--- src/rtl/uart_frame_pkg.sv ---
// Shared types and constants for the UART frame loader: parser states,
// command bytes, error codes and the default frame start marker.
package uart_frame_pkg;

    typedef enum logic [2:0] {
        IDLE    = 3'd0,
        CMD     = 3'd1,
        LEN     = 3'd2,
        PAYLOAD = 3'd3,
        CSUM    = 3'd4
    } state_t;

    localparam logic [7:0] CMD_LOAD_A = 8'h01;
    localparam logic [7:0] CMD_LOAD_B = 8'h02;
    localparam logic [7:0] CMD_START  = 8'h03;

    localparam logic [1:0] ERR_NONE  = 2'd0;
    localparam logic [1:0] ERR_FMT   = 2'd1;
    localparam logic [1:0] ERR_CSUM  = 2'd2;
    localparam logic [1:0] ERR_STATE = 2'd3;

    localparam logic [7:0] SYNC_BYTE_DEFAULT = 8'hA5;

    // A command is only legal together with its fixed payload length.
    function automatic logic len_ok(input logic [7:0] cmd,
                                    input logic [7:0] len,
                                    input logic [7:0] elems);
        logic ok;
        case (cmd)
            CMD_LOAD_A, CMD_LOAD_B: ok = (len == elems);
            CMD_START:              ok = (len == 8'd0);
            default:                ok = 1'b0;
        endcase
        return ok;
    endfunction

endpackage

--- src/rtl/uart_frame_timeout.sv ---
// Inter-byte watchdog for the frame loader; compiled only when
// UART_FRAME_LOADER_TIMEOUT_EN is defined.
`ifdef UART_FRAME_LOADER_TIMEOUT_EN
module uart_frame_timeout #(
    parameter int TIMEOUT_CYC = 1_000_000
) (
    input  logic clk,
    input  logic reset,
    input  logic active,
    input  logic rx_done,
    output logic expire
);

    localparam int              CW    = $clog2(TIMEOUT_CYC) + 1;
    localparam logic [CW-1:0]   LIMIT = CW'(TIMEOUT_CYC - 1);

    logic [CW-1:0] cnt_q;
    logic [CW-1:0] cnt_d;
    logic [CW-1:0] cnt_inc;

    // Expiry fires on the edge at which the count would reach the limit.
    always_comb begin
        cnt_inc = cnt_q + CW'(1);
        cnt_d   = cnt_q;
        expire  = 1'b0;
        if (!active || rx_done) begin
            cnt_d = '0;
        end else if (cnt_inc == LIMIT) begin
            cnt_d  = '0;
            expire = 1'b1;
        end else begin
            cnt_d = cnt_inc;
        end
    end

    always_ff @(posedge clk) begin
        if (reset) begin
            cnt_q <= '0;
        end else begin
            cnt_q <= cnt_d;
        end
    end

endmodule
`endif

--- src/rtl/uart_frame_loader.sv ---
// Frame parser between the UART byte receiver and the systolic array.
// Optional inter-byte timeout: define UART_FRAME_LOADER_TIMEOUT_EN.
module uart_frame_loader
    import uart_frame_pkg::*;
#(
    parameter int         N           = 4,
    parameter int         ADDR_W      = 4,
    parameter logic [7:0] SYNC_BYTE   = SYNC_BYTE_DEFAULT,
    parameter int         TIMEOUT_CYC = 1_000_000
) (
    input  logic              clk,
    input  logic              reset,
    input  logic [7:0]        rx_data,
    input  logic              rx_done,
    input  logic              arr_busy,
    output logic              buf_we,
    output logic              buf_sel,
    output logic [ADDR_W-1:0] buf_addr,
    output logic [7:0]        buf_wdata,
    output logic              arr_start,
    output logic              a_valid,
    output logic              b_valid,
    output logic              frame_ok,
    output logic              err,
    output logic [1:0]        err_code
);

    localparam logic [7:0]        ELEMS    = 8'(N * N);
    localparam logic [ADDR_W-1:0] LAST_IDX = ADDR_W'(N * N - 1);

    state_t            state_q, state_d;
    logic [7:0]        cmd_q, cmd_d;
    logic [7:0]        acc_q, acc_d;
    logic [ADDR_W-1:0] cnt_q, cnt_d;
    logic              buf_we_q, buf_we_d;
    logic              buf_sel_q, buf_sel_d;
    logic [ADDR_W-1:0] buf_addr_q, buf_addr_d;
    logic [7:0]        buf_wdata_q, buf_wdata_d;
    logic              arr_start_q, arr_start_d;
    logic              a_valid_q, a_valid_d;
    logic              b_valid_q, b_valid_d;
    logic              frame_ok_q, frame_ok_d;
    logic              err_q, err_d;
    logic [1:0]        err_code_q, err_code_d;
    logic              timeout_s;

`ifdef UART_FRAME_LOADER_TIMEOUT_EN
    uart_frame_timeout #(
        .TIMEOUT_CYC(TIMEOUT_CYC)
    ) u_timeout (
        .clk    (clk),
        .reset  (reset),
        .active (state_q != IDLE),
        .rx_done(rx_done),
        .expire (timeout_s)
    );
`else
    logic unused_timeout_cfg_s;
    assign timeout_s            = 1'b0;
    assign unused_timeout_cfg_s = (TIMEOUT_CYC == 32'sd0);
`endif

    // Parser next-state: every output is computed here and registered below.
    always_comb begin
        state_d     = state_q;
        cmd_d       = cmd_q;
        acc_d       = acc_q;
        cnt_d       = cnt_q;
        buf_we_d    = 1'b0;
        buf_sel_d   = buf_sel_q;
        buf_addr_d  = buf_addr_q;
        buf_wdata_d = buf_wdata_q;
        arr_start_d = 1'b0;
        a_valid_d   = a_valid_q;
        b_valid_d   = b_valid_q;
        frame_ok_d  = 1'b0;
        err_d       = 1'b0;
        err_code_d  = err_code_q;

        if (rx_done) begin
            case (state_q)
                IDLE: begin
                    if (rx_data == SYNC_BYTE) begin
                        state_d = CMD;
                    end else begin
                        state_d = IDLE;
                    end
                end
                CMD: begin
                    cmd_d   = rx_data;
                    acc_d   = rx_data;
                    state_d = LEN;
                end
                LEN: begin
                    if (!len_ok(cmd_q, rx_data, ELEMS)) begin
                        err_d      = 1'b1;
                        err_code_d = ERR_FMT;
                        state_d    = IDLE;
                    end else begin
                        acc_d   = acc_q ^ rx_data;
                        cnt_d   = '0;
                        state_d = (rx_data == 8'd0) ? CSUM : PAYLOAD;
                    end
                end
                PAYLOAD: begin
                    buf_we_d    = 1'b1;
                    buf_sel_d   = cmd_q[1];
                    buf_addr_d  = cnt_q;
                    buf_wdata_d = rx_data;
                    acc_d       = acc_q ^ rx_data;
                    cnt_d       = cnt_q + ADDR_W'(1);
                    // Old contents are being overwritten, so the operand is stale from now on.
                    if (cnt_q == '0) begin
                        if (cmd_q[1]) begin
                            b_valid_d = 1'b0;
                        end else begin
                            a_valid_d = 1'b0;
                        end
                    end else begin
                        a_valid_d = a_valid_q;
                    end
                    if (cnt_q == LAST_IDX) begin
                        state_d = CSUM;
                    end else begin
                        state_d = PAYLOAD;
                    end
                end
                CSUM: begin
                    state_d = IDLE;
                    if (rx_data != acc_q) begin
                        err_d      = 1'b1;
                        err_code_d = ERR_CSUM;
                    end else if (cmd_q == CMD_START) begin
                        if (a_valid_q && b_valid_q && !arr_busy) begin
                            arr_start_d = 1'b1;
                            frame_ok_d  = 1'b1;
                            err_code_d  = ERR_NONE;
                        end else begin
                            err_d      = 1'b1;
                            err_code_d = ERR_STATE;
                        end
                    end else if (cmd_q == CMD_LOAD_A) begin
                        a_valid_d  = 1'b1;
                        frame_ok_d = 1'b1;
                        err_code_d = ERR_NONE;
                    end else begin
                        b_valid_d  = 1'b1;
                        frame_ok_d = 1'b1;
                        err_code_d = ERR_NONE;
                    end
                end
                default: begin
                    state_d = IDLE;
                end
            endcase
        end else if (timeout_s) begin
            err_d      = 1'b1;
            err_code_d = ERR_STATE;
            state_d    = IDLE;
        end else begin
            state_d = state_q;
        end
    end

    // State and output registers; buffer contents live outside this block.
    always_ff @(posedge clk) begin
        if (reset) begin
            state_q     <= IDLE;
            cmd_q       <= 8'h00;
            acc_q       <= 8'h00;
            cnt_q       <= '0;
            buf_we_q    <= 1'b0;
            buf_sel_q   <= 1'b0;
            buf_addr_q  <= '0;
            buf_wdata_q <= 8'h00;
            arr_start_q <= 1'b0;
            a_valid_q   <= 1'b0;
            b_valid_q   <= 1'b0;
            frame_ok_q  <= 1'b0;
            err_q       <= 1'b0;
            err_code_q  <= ERR_NONE;
        end else begin
            state_q     <= state_d;
            cmd_q       <= cmd_d;
            acc_q       <= acc_d;
            cnt_q       <= cnt_d;
            buf_we_q    <= buf_we_d;
            buf_sel_q   <= buf_sel_d;
            buf_addr_q  <= buf_addr_d;
            buf_wdata_q <= buf_wdata_d;
            arr_start_q <= arr_start_d;
            a_valid_q   <= a_valid_d;
            b_valid_q   <= b_valid_d;
            frame_ok_q  <= frame_ok_d;
            err_q       <= err_d;
            err_code_q  <= err_code_d;
        end
    end

    assign buf_we    = buf_we_q;
    assign buf_sel   = buf_sel_q;
    assign buf_addr  = buf_addr_q;
    assign buf_wdata = buf_wdata_q;
    assign arr_start = arr_start_q;
    assign a_valid   = a_valid_q;
    assign b_valid   = b_valid_q;
    assign frame_ok  = frame_ok_q;
    assign err       = err_q;
    assign err_code  = err_code_q;

endmodule
--- config.mk ---
export PLATFORM = sky130hd
export DESIGN_NAME = uart_frame_loader
export DESIGN_NICKNAME = d
export VERILOG_FILES = /design/src/rtl/uart_frame_pkg.sv /design/src/rtl/uart_frame_timeout.sv /design/src/rtl/uart_frame_loader.sv
export SDC_FILE = /design/constraint.sdc
export NUM_CORES = 1
export LEC_CHECK = 0
export BUFFER_PORTS_ARGS = -buffer_cell sky130_fd_sc_hd__buf_2
export CAP_MARGIN = 20
export CORE_MARGIN = 10
export CORE_UTILIZATION = 23
export DETAILED_ROUTE_END_ITERATION = 7
export HOLD_SLACK_MARGIN = 0.08
export SYNTH_ARGS = -nofsm -noshare
export SYNTH_HDL_FRONTEND = slang
export SYNTH_SLANG_ARGS = --single-unit
export TNS_END_PERCENT = 10
--- constraint.sdc ---
create_clock -name clk -period 6.8 [get_ports clk]
set_input_delay 2.04 -clock clk [delete_from_list [all_inputs] [get_ports clk]]
set_output_delay 2.04 -clock clk [all_outputs]
set_load 0.03 [all_outputs]
# ---- Yosys cells after proc, flatten, opt, wreduce, memory -nomap -nowiden
# Index checks and enable logic that the tools add are counted.
dict set report word_totals {
  regBits 44
  latchBits 0
  ram_bits 0
  romBits 0
  memories 0
}
dict set report classes {
  add_sub_neg 1
  multipliers 0
  div_mod_pow 0
  n_lt_le_gt_ge 0
  eq_ne 20
  shift 0
  mux 37
  n_bitwise 4
  n_reduce_logical 21
}
# op n
set op_table {}
lappend op_table {{$pmux 8 s3} 1}
lappend op_table {{$mux 1} 20}
lappend op_table {{$ne 2x2->1 const B} 9}
lappend op_table {{$eq 8x2->1 const B} 2}
lappend op_table {{$reduce_and 7->1} 2}
lappend op_table {{$pmux 3 s4} 1}
lappend op_table {{$mux 3} 3}
lappend op_table {{$reduce_and 3->1} 3}
lappend op_table {{$eq 8x1->1 const B} 1}
lappend op_table {{$eq 8x5->1 const B} 1}
lappend op_table {{$eq 8x8->1 const B} 1}
lappend op_table {{$logic_not 8->1} 1}
lappend op_table {{$mux 2} 4}
lappend op_table {{$mux 8} 1}
lappend op_table {{$ne 8x8->1} 1}
lappend op_table {{$pmux 1 s2} 4}
lappend op_table {{$pmux 4 s2} 1}
lappend op_table {{$xor 8x8->8} 1}
lappend op_table {{$eq 3x2->1 const B} 2}
lappend op_table {{$reduce_bool 2->1} 3}
lappend op_table {{$reduce_or 5->1} 1}
lappend op_table {{$add 4x1->4 const B} 1}
lappend op_table {{$eq 4x4->1 const B} 1}
lappend op_table {{$logic_not 4->1} 1}
lappend op_table {{12 further kinds} 17}

# ---- Longest topological paths before layout
# Gate-level depths: netlist of the first run.
dict set report logic_depth {
  ltp_word 7
  ltp_mapped 7
  mapped_depth_nobuf 6
}

# ---- Worst setup path after synthesis of the first run
# OpenSTA, ideal clock, no wires.
dict set report synth_timing {
  path_kind {input -> register}
  startpoint {in rx_data[2]}
  endpoint {reg acc_q[3]}
  setup_ns 0.062
  arrival_time_ns 3.472
  required_ns 6.738
  path_slack_ns 3.265
  path_stages 7
  path_buffers 2
  cell_sequence {buf_4 > nor4_4 > and4_4 > o211ai_4 > buf_6 > or4b_1 > nand3_1}
}
dict set report synth_between {
  elab_chain_cells 6
  elab_cells_between_ends 7
}
# item line
set synth_lines {}
lappend synth_lines {{start: declaration} uart_frame_loader.sv:13} ;# input logic [7:0] rx_data,
lappend synth_lines {{$eq 8x5->1 or $logic_not 8->1 (tied branches)} {uart_frame_pkg.sv:30, uart_frame_pkg.sv:31}}
lappend synth_lines {{$pmux 1 s2 (*)} uart_frame_pkg.sv:29} ;# case (cmd)
lappend synth_lines {{$mux 1 (*)} uart_frame_loader.sv:81} ;# case (state_q)
lappend synth_lines {{$mux 1 (*)} uart_frame_loader.sv:80} ;# if (rx_done) begin
lappend synth_lines {{$ne 2x2->1 (no source line) (*)} -}
lappend synth_lines {{$reduce_and 3->1 (no source line) (*)} -}
lappend synth_lines {{end signal: assignment} uart_frame_loader.sv:170} ;# acc_q <= 8'h00;
lappend synth_lines {{end signal: assignment} uart_frame_loader.sv:185} ;# acc_q <= acc_d;
lappend synth_lines {{end: declaration} uart_frame_loader.sv:33} ;# logic [7:0] acc_q, acc_d;
# Mark *: on every way between the ends. The rest lies on a longest branch, timed or not. The select of a mux whose other input is x is not followed.
# A chain may end at the register's enable or synchronous reset.

# ---- Worst setup path in the final report of the first run
dict set report layout_timing {
  startpoint {in rx_data[2]}
  endpoint {reg a_valid_q (netlist: a_valid)}
}
dict set report layout_between {
  elab_chain_cells 3
}
# item line
set layout_lines {}
lappend layout_lines {{$ne 8x8->1} uart_frame_loader.sv:130} ;# if (rx_data != acc_q) begin
lappend layout_lines {{$ne 2x2->1 (no source line)} -}
lappend layout_lines {{$reduce_and 7->1 (no source line)} -}
lappend layout_lines {{end signal: assignment} uart_frame_loader.sv:192} ;# a_valid_q <= a_valid_d;
lappend layout_lines {{end: declaration} uart_frame_loader.sv:40} ;# logic a_valid_q, a_valid_d;
# Every way passes these cells.

==> flow_metrics.env, run 1 <==
export IMPL_die_y_um=119
export IMPL_core_sq_um=9680
export IMPL_ant_nets=0
export IMPL_clock_sinks=44
export IMPL_relSlewSlack_pct=35.9
export IMPL_final_setup_viol_count=0
export IMPL_drt_total_wl_um=5930
export IMPL_critPathLaunchType="input port"
export IMPL_outcome="completed"
export IMPL_num_rows=36
export IMPL_syn_area_per_cell_sq_um=8.03
export IMPL_hold_buffers=0
export IMPL_grt_setup_unrepaired="no"
export IMPL_finClkSkew_ns=0.0105
export IMPL_synth_fp_nets=295
export IMPL_crit_path_max_fanout=8
export IMPL_finalCritPeriodShare_pct=49.8
export IMPL_finalNonFillerCells=430
export IMPL_synth_warnings=0
export IMPL_drc_errors=0
export IMPL_p_leak_nw=0.915
export IMPL_tns_ns=0
export IMPL_tightestPinTransition_ns=0.961
export IMPL_grt_pass1_wl_um=10100
export IMPL_synth_edf_count=0
export IMPL_ys_seq_area_share_pct=39.0
export IMPL_die_area_sq_um=14200
export IMPL_firstDrtPassIters=4
export IMPL_whs_path_depth=2
export IMPL_hold_viol=0
export IMPL_drv_slew=0
export IMPL_synth_seq_cells=44
export IMPL_numPortBuffers=32
export IMPL_cts_tree="yes"
export IMPL_area_growth_syn_to_layout_pct=13.1
export IMPL_synth_cell_types=41
export IMPL_initialDrtViolationCount=223
export IMPL_nFillCells=1053
export IMPL_pre_cts_slack_ns=3.11
export IMPL_seq_power_share_pct=56.1
export IMPL_cts_resized=0
export IMPL_grt_pass1_vias=1978
export IMPL_root_buffer="clkbuf_8"
export IMPL_path_class="in2reg"
export IMPL_min_from="buf_addr[2]"
export IMPL_cap_violations=0
export IMPL_fin_crit_ns=3.39
export IMPL_r2r_start="state_q[1]"
export IMPL_pwr_share_clk_pct=33.9
export IMPL_powerDensity_nw_per_um2=189
export IMPL_grtUsageTotal_pct=8.49
export IMPL_p_sw_share_pct=27.4
export IMPL_syn_area_sq_um=2260
export IMPL_power_frac_comb_pct=10.0
export IMPL_numCtsBuffers=5
export IMPL_clk_pin_slew_ns=0.09
export IMPL_route_detailed_wl_per_inst_um=13.8
export IMPL_layout_nets=311
export IMPL_placed_cell_area_sq_um=2470
export IMPL_power_switching_w=0.000132
export IMPL_dp_cells=423
export IMPL_ir_drop_v=0.0000752
export IMPL_grt_max_degree=59
export IMPL_vias=2021
export IMPL_gp_congestion=0.793
export IMPL_synthFlopType="dfxtp_1"
export IMPL_p_int_w=0.000350
export IMPL_synthCells=281
export IMPL_finalWorstSetupSlack_ns=3.41
export IMPL_die_w_um=119
export IMPL_cts_buffer_depth=2
export IMPL_start_util_pct=23.3
export IMPL_place_hpwl_um=4250
export IMPL_drive_gt1_share_pct=15.2
export IMPL_htreeDepth=2
export IMPL_overflow=0
export IMPL_pin_count=33
export IMPL_critPathArrivalTime_ns=3.64
export IMPL_viasPerCell=4.70
export IMPL_n_antenna_cell=0
export IMPL_critPathRequiredTime_ns=7.05
export IMPL_clk_latency_ns=0.31
export IMPL_antenna_found_initial=0
export IMPL_stdcell_area_sq_um=2550
export IMPL_whs_endpoint="buf_addr[2]"
export IMPL_async_flop_share_pct=0
export IMPL_cts_setup_buffers=0
export IMPL_reg2reg_to="cnt_q[0]"
export IMPL_fmax_ghz=0.295
export IMPL_end_kind="flip-flop"
export IMPL_hold_path_class="reg2reg"
export IMPL_r2r_setup_slack_ns=4.50
export IMPL_rr_worst_depth=5
==> placed cells by master (no fill, tap or decap), types with 6 or more instances in the layout <==
cell type / count
a21oi_1: 26
buf_2: 32
dfxtp_1: 44
inv_1: 6
nand2_1: 50
nand3_1: 11
nand4b_1: 9
nor2_1: 18
nor2b_1: 9
nor4_1: 6
o21ai_0: 14
or4b_1: 7
xor2_1: 9
==> layer usage <==
layer  track usage [%]  share of wire [%]  wire, um  vias up
met5                 0                  0         0        -
met4              2.44                1.7       102        0
met3              2.88                6.2       370       12
met2              12.9                 46      2750       58
met1              11.1                 46      2710      932
li1                  -                  -         -     1019
==> state kept, by name, summed over array words and instances (netlist names), 2 cells and up <==
name,count
err_code,2
cmd_q,8
buf_addr,4
buf_wdata,8
cnt_q,4
state_q,3
acc_q,8
==> cell usage after synthesis (all sizes together), types with 2 or more instances <==
cell type	n	area, sq um
nand4b	9	78.8
o31ai	2	15.0
or4b	7	70.1
xnor2	2	17.5
nor3b	3	22.5
nor2	18	67.6
o21ai	14	70.1
a21oi	26	130
nor4	8	71.3
nand3b	4	30.0
a31oi	5	31.3
buf	7	50.1
o21a	3	22.5
dfxtp	44	881
xor2	9	78.8
or2	2	12.5
nand4	4	25.0
nand2	50	188
nor3	4	20.0
nand3	11	55.1
and3	2	12.5
a211oi	4	30.0
ha	2	25.0
o211ai	2	42.5
inv	6	22.5
nor2b	9	56.3
clkbuf	16	61.3
==> worst max-delay path, stage by stage <==
cell	delay [ns]
buf_2	0.16
xor2_1	0.17
nor4_1	0.56
nand4_1	0.25
nor4_1	0.32
o21a_1	0.15
==> through the flow <==
step / hold slack [ns] / utilization [%] / total power, W
floorplan: 0.436 / - / 0.000313
global placement: 0.442 / 25.5 / 0.000324
detailed placement: 0.447 / 25.5 / 0.000325
CTS: 0.459 / 26.4 / 0.000490
global route: 0.482 / 26.4 / 0.000504
finish: 0.459 / 26.4 / 0.000482
==> worst max path at each step <==
stage	cells after the start	to	startpoint	slack, ns
after detailed placement	6	cnt_q[3]	rx_done	3.11
after CTS	6	a_valid	rx_data[2]	3.43
final	6	a_valid	rx_data[2]	3.41
after floorplan	7	acc_q[3]	rx_data[2]	3.27
after global routing	6	a_valid	rx_data[2]	3.12
after global placement	6	a_valid	rx_data[2]	3.07
==> area by class of cell <==
class	instances	area, sq um	share of cell area [%]
timing repair buffer	32	160	6.27
multi-input combinational	208	1240	48.6
clock inverter	2	12.5	0.490
inverter	6	22.5	0.882
sequential	44	881	34.5
clock buffer	5	68.8	2.70
tap	133	166	6.52
==> power by group through the flow <==
stage / sequential, W / clock (W) / combinational, W
2_1_floorplan: 0.000275 / 0 / 0.0000387
3_3_place_gp: 0.000277 / 0 / 0.0000471
3_5_place_dp: 0.000277 / 0 / 0.0000482
4_1_cts: 0.000271 / 0.000171 / 0.0000484
5_1_grt: 0.000272 / 0.000177 / 0.0000544
6_report: 0.000271 / 0.000163 / 0.0000481
==> cell families (layout without fill, tap and decap cells) <==
kind of cell,after synthesis,in the layout,share of synthesized area (%)
flops,44,44,39.0
compound gates,60,60,16.6
xor+xnor,11,11,4.27
fa+ha+maj,2,2,1.11
buf+inv,29,45,5.93
mux,1,1,0.444
simple gates,134,134,32.6
Note: power is estimated with default switching activity, not from simulation.
==> inputs of run 2 (changes only) <==
ABC_AREA = 1   (was default)
clock period = 2.9 ns   (was 6.8 ns; I/O delays follow)
==> flow_metrics.env, run 2 <==
export IMPL_powerDensity_nw_per_um2=440
export IMPL_n_antenna_cell=0
export IMPL_p_leak_nw=1.11
export IMPL_wl_met3_um=240
export IMPL_critPathArrivalTime_ns=2.11
export IMPL_r2r_setup_slack_ns=1.11
export IMPL_tns_ns=0
export IMPL_drt_total_wl_um=5680
export IMPL_route_detailed_wl_per_inst_um=11.8
export IMPL_reg2reg_to="cnt_q[0]"
export IMPL_tightestPinTransition_ns=0.682
export IMPL_die_w_um=118
export IMPL_critPathLaunchType="input port"
export IMPL_synth_edf_count=0
export IMPL_routedLengthMet1_um=2820
export IMPL_firstDrtPassIters=4
export IMPL_wl_met2_um=2540
export IMPL_ys_top_cells_by_area="dfxtp_1 (40%), nand2_1 (13%), a21oi_1 (7.5%), o21ai_0 (5.7%), nor2_1 (5.6%)"
export IMPL_gp_congestion=0.853
export IMPL_antenna_found_initial=0
export IMPL_ys_seq_area_share_pct=40.1
export IMPL_end_kind="flip-flop"
export IMPL_clk_latency_ns=0.30
export IMPL_placed_cell_area_sq_um=2460
export IMPL_syn_area_per_cell_sq_um=6.82
export IMPL_numCtsBuffers=5
export IMPL_finalNonFillerCells=482
export IMPL_core_sq_um=9280
export IMPL_crit_path_cell_trace="buf_2 > inv_1 > nand3_1 > nor2_1 > nand2_1 > nand3_4 > nand2_2 > nand2_1 > a21oi_1"
export IMPL_syn_area_sq_um=2200
export IMPL_viasPerCell=4.35
export IMPL_synth_seq_cells=44
export IMPL_fmax_ghz=0.515
export IMPL_initialDrtViolationCount=135
export IMPL_grt_setup_unrepaired="no"
export IMPL_grtUsageTotal_pct=8.02
export IMPL_hold_viol=0
export IMPL_stdcell_area_sq_um=2570
export IMPL_crit_slowest_cell="nand3_4"
export IMPL_dp_cells=474
export IMPL_synth_top_area_share_pct=40.1
export IMPL_crit_path_max_fanout=15
export IMPL_layout_common_cells="nand2_1 (77), dfxtp_1 (44), nor2_1 (33), a21oi_1 (33), buf_2 (32)"
export IMPL_place_hpwl_um=4340
export IMPL_layout_nets=366
export IMPL_synth_cell_types=28
export IMPL_root_buffer="clkbuf_8"
export IMPL_overflow=0
export IMPL_die_area_sq_um=13900
export IMPL_drv_slew=0
export IMPL_clock_sinks=44
export IMPL_grt_max_degree=27
export IMPL_cap_violations=0
export IMPL_grt_pass1_wl_um=9410
export IMPL_synth_warnings=0
export IMPL_ir_drop_v=0.000175
export IMPL_async_flop_share_pct=0
export IMPL_numPortBuffers=32
export IMPL_finClkSkew_ns=0.00633
export IMPL_clk_pin_slew_ns=0.08
export IMPL_synthCells=322
export IMPL_cts_buffer_depth=2
export IMPL_hold_buffers=0
export IMPL_cts_setup_buffers=0
export IMPL_crit_path_end="acc_q[3]"
export IMPL_pin_count=33
export IMPL_grt_pass1_vias=1916
export IMPL_fin_crit_ns=1.94
export IMPL_synth_fp_nets=336
export IMPL_finalCritPeriodShare_pct=66.9
export IMPL_final_common_cell="nand2_1"
export IMPL_r2r_start="state_q[1]"
export IMPL_ant_nets=0
export IMPL_yosysTopAreaCell="dfxtp_1"
export IMPL_synthFlopType="dfxtp_1"
export IMPL_start_util_pct=23.7
export IMPL_die_y_um=118
export IMPL_area_growth_syn_to_layout_pct=17.0
export IMPL_path_class="in2reg"
export IMPL_top_layer_used="met4"
export IMPL_htreeDepth=2
export IMPL_cts_tree="yes"
export IMPL_synth_common_cells="nand2_1 (77), dfxtp_1 (44), a21oi_1 (33), nor2_1 (33), inv_1 (31)"
export IMPL_vias=2095
export IMPL_yosysMostFrequentCell="nand2_1"
export IMPL_num_rows=35
export IMPL_crit_top_cell="nand2_1"
export IMPL_outcome="completed"
export IMPL_relSlewSlack_pct=54.5
export IMPL_drc_errors=0
export IMPL_cpPeakStageDelay_ns=0.21
export IMPL_rr_worst_depth=8
export IMPL_drive_gt1_share_pct=17.8
export IMPL_critPathLaunch="rx_data[2]"
export IMPL_critPathRequiredTime_ns=3.07
export IMPL_cts_resized=0
export IMPL_final_setup_viol_count=0
export IMPL_hold_path_class="reg2reg"
run 2: cell types whose count changed in the layout (fill, tap and decap cells not counted), sizes merged, moves of 16 or more:
cell and delta:
nor2 +25, nand2 +29, o21ai +22, inv +32, nand3 +16
run 2: how the worst min path moves through the flow:
stage | start | slack [ns] | end | cells past startpoint
detailed placement | err_code[0] | 0.45 | err_code[0] | 2
CTS | err_code[0] | 0.46 | err_code[0] | 2
floorplan | acc_q[0] | 0.45 | acc_q[0] | 2
finish | err_code[0] | 0.46 | err_code[0] | 2
global route | err_code[0] | 0.50 | err_code[0] | 2
global placement | err_code[0] | 0.44 | err_code[0] | 2
run 2: critical path: cells and delay by family:
kind | cells | cell delay (ns)
and+or+nand+nor | 6 | 0.92
buffers and inverters | 2 | 0.26
AOI/OAI and AO/OA | 1 | 0.06
run 2: area by class of cell:
class	count	area, sq um
Clock buffer	6	72.6
Clock inverter	2	35.0
Fill cell	1069	6710
Inverter	38	143
Multi-Input combinational cell	231	1120
Sequential cell	44	881
Tap cell	129	161
Timing Repair Buffer	32	160
run 2: logic make-up (layout without fill, tap and decap cells):
group,after synthesis,count (layout),share of synthesized area [%]
fa+ha+maj,2,2,1.14
compound gates,70,70,16.5
simple gates,156,156,32.1
buf+inv,47,78,9.05
xor+xnor,3,3,1.20
flops,44,44,40.1
run 2: metal layers:
layer,up-vias,GRT usage [%]
met1,949,10.7
li1,1098,-
met5,-,0
met4,0,2.55
met3,7,2.25
met2,41,12.1
run 2: through the flow:
stage	power [W]	setup slack (ns)	utilization, %	hold slack (ns)
after global routing	0.00118	0.864	27.7	0.500
after detailed placement	0.000676	0.669	26.5	0.451
after floorplan	0.000653	1.12	-	0.454
final	0.00113	0.960	27.7	0.461
after CTS	0.00115	0.990	27.7	0.464
after global placement	0.000676	0.699	26.5	0.440
run 2: where the power goes:
part / internal, W / leakage [nW] / switching [W] / total [W]
Sequential: 0.000604 / 0.354 / 0.000000181 / 0.000604
Combinational: 0.0000167 / 0.697 / 0.0000410 / 0.0000577
Clock: 0.000256 / 0.0552 / 0.000212 / 0.000468
Total: 0.000876 / 1.11 / 0.000253 / 0.00113
==> inputs of run 3 (changes only) <==
clock period = 1.72 ns   (was 2.9 ns; I/O delays follow)
==> flow_metrics.env, run 3 (synthesis results as in run 2) <==
export IMPL_power_switching_w=0.000438
export IMPL_final_setup_viol_count=0
export IMPL_numPortBuffers=32
export IMPL_crit_top_cell="nor2_1"
export IMPL_crit_slowest_cell="dfxtp_1"
export IMPL_cap_violations=0
export IMPL_whs_ns=0.453
export IMPL_viasPerCell=4.22
export IMPL_initialDrtViolationCount=105
export IMPL_hold_path_class="reg2reg"
export IMPL_grt_setup_unrepaired="no"
export IMPL_powerDensity_nw_per_um2=674
export IMPL_cts_tree="yes"
export IMPL_cpPeakStageDelay_ns=0.34
export IMPL_layout_nets=384
export IMPL_crit_path_cell_trace="inv_2 > nand2_1 > nor2_2 > nand2_1 > nor2_1 > nor2_1 > nor2_1 > nand3_1 > nand2_1 > nor2_1"
export IMPL_drc_errors=0
export IMPL_start_util_pct=23.7
export IMPL_ant_nets=0
export IMPL_core_sq_um=9280
export IMPL_grt_pass1_vias=1991
export IMPL_finalWorstSetupSlack_ns=0.156
export IMPL_p_sw_share_pct=24.0
export IMPL_clock_sinks=44
export IMPL_ir_drop_v=0.000437
export IMPL_path_class="reg2reg"
export IMPL_power_frac_comb_pct=6.6
export IMPL_clk_latency_ns=0.30
export IMPL_die_w_um=118
export IMPL_htreeDepth=2
export IMPL_final_common_cell="nand2_1"
export IMPL_fmax_ghz=0.639
export IMPL_seq_power_share_pct=55.8
export IMPL_die_area_sq_um=13900
export IMPL_tns_ns=0
export IMPL_critPathArrivalTime_ns=1.77
export IMPL_tightestPinTransition_ns=0.331
export IMPL_vias=2110
export IMPL_cts_buffer_depth=2
export IMPL_antenna_found_initial=0
export IMPL_firstDrtPassIters=4
export IMPL_finClkSkew_ns=0.00761
export IMPL_finalNonFillerCells=500
export IMPL_clk_pin_slew_ns=0.09
export IMPL_critPathLaunchType="flip-flop"
export IMPL_fin_crit_ns=1.56
export IMPL_route_detailed_wl_per_inst_um=11.5
export IMPL_drv_slew=0
export IMPL_root_buffer="clkbuf_8"
export IMPL_critPathRequiredTime_ns=1.92
export IMPL_layout_common_cells="nand2_1 (77), dfxtp_1 (44), nor2_1 (33), a21oi_1 (33), buf_2 (32)"
export IMPL_drive_gt1_share_pct=22.1
export IMPL_relSlewSlack_pct=77.9
export IMPL_grtUsageTotal_pct=8.09
export IMPL_final_util_pct=29.2
export IMPL_grt_pass1_wl_um=9420
export IMPL_dp_cells=492
export IMPL_r2r_setup_slack_ns=0.16
export IMPL_end_kind="flip-flop"
export IMPL_grt_max_degree=22
export IMPL_cts_setup_buffers=0
export IMPL_pre_cts_slack_ns=-0.0894
export IMPL_crit_path_max_fanout=6
export IMPL_place_hpwl_um=4490
export IMPL_numCtsBuffers=5
export IMPL_hold_viol=0
export IMPL_n_antenna_cell=0
export IMPL_overflow=0
export IMPL_die_y_um=118
export IMPL_pin_count=33
export IMPL_pwr_share_clk_pct=37.5
export IMPL_p_leak_nw=1.19
export IMPL_gp_congestion=0.872
export IMPL_cts_resized=0
export IMPL_drt_total_wl_um=5730
export IMPL_finalCritPeriodShare_pct=91.0
export IMPL_area_growth_syn_to_layout_pct=23.2
export IMPL_hold_buffers=0
export IMPL_nFillCells=1029
export IMPL_outcome="completed"
export IMPL_p_int_w=0.00139
export IMPL_num_rows=35
## run 3: cell types whose count changed in the layout (fill, tap and decap cells not counted), sizes merged
cell	previous run	this run
clkinv	1	2
buf	32	50
bufinv	1	0
## run 3: path summary, 6_finish.rpt
kind / cells past startpoint / from / endpoint
hold reg to reg: 2 / err_code[0] / err_code[0]
setup reg to reg: 10 / state_q[0] / a_valid
setup / recovery: 10 / state_q[0] / a_valid
hold / removal: 2 / err_code[0] / err_code[0]
## run 3: power by group through the flow
| stage | Sequential, W | Clock (W) | Combinational, W |
|---|---|---|---|
| after floorplan | 0.00104 | 0 | 0.0000587 |
| after global placement | 0.00104 | 0 | 0.000120 |
| after detailed placement | 0.00104 | 0 | 0.000121 |
| after CTS | 0.00102 | 0.000716 | 0.000122 |
| after global routing | 0.00102 | 0.000750 | 0.000136 |
| final | 0.00102 | 0.000685 | 0.000121 |
## run 3: worst max-delay path: cells and delay by family (launching register included)
kind	cells	cell delay, ns
buffers and inverters	1	0.12
flip-flops	1	0.34
AND/OR/NAND/NOR	9	0.99
## run 3: cell type report
cell class,count,area [sq um],share of cell area (%)
Clock buffer,6,82.6,3.05
Inverter,38,143,5.27
Multi-Input combinational cell,231,1120,41.5
Tap cell,129,161,5.96
Timing Repair Buffer,50,308,11.4
Sequential cell,44,881,32.5
Clock inverter,2,10.0,0.370
## run 3: stage by stage
stage / power (W) / instance area [sq um]
2_1_floorplan: 0.00110 / 2200
3_3_place_gp: 0.00116 / 2610
3_5_place_dp: 0.00116 / 2610
4_1_cts: 0.00186 / 2700
5_1_grt: 0.00190 / 2710
6_report: 0.00182 / 2710
## run 3: layer usage
metal / wire, um / part of all wire, % / track usage (%)
met1: 2940 / 51 / 10.5
met3: 198 / 3.5 / 2.25
met4: 61 / 1.1 / 2.55
met5: 0 / 0 / 0
met2: 2530 / 44 / 12.6
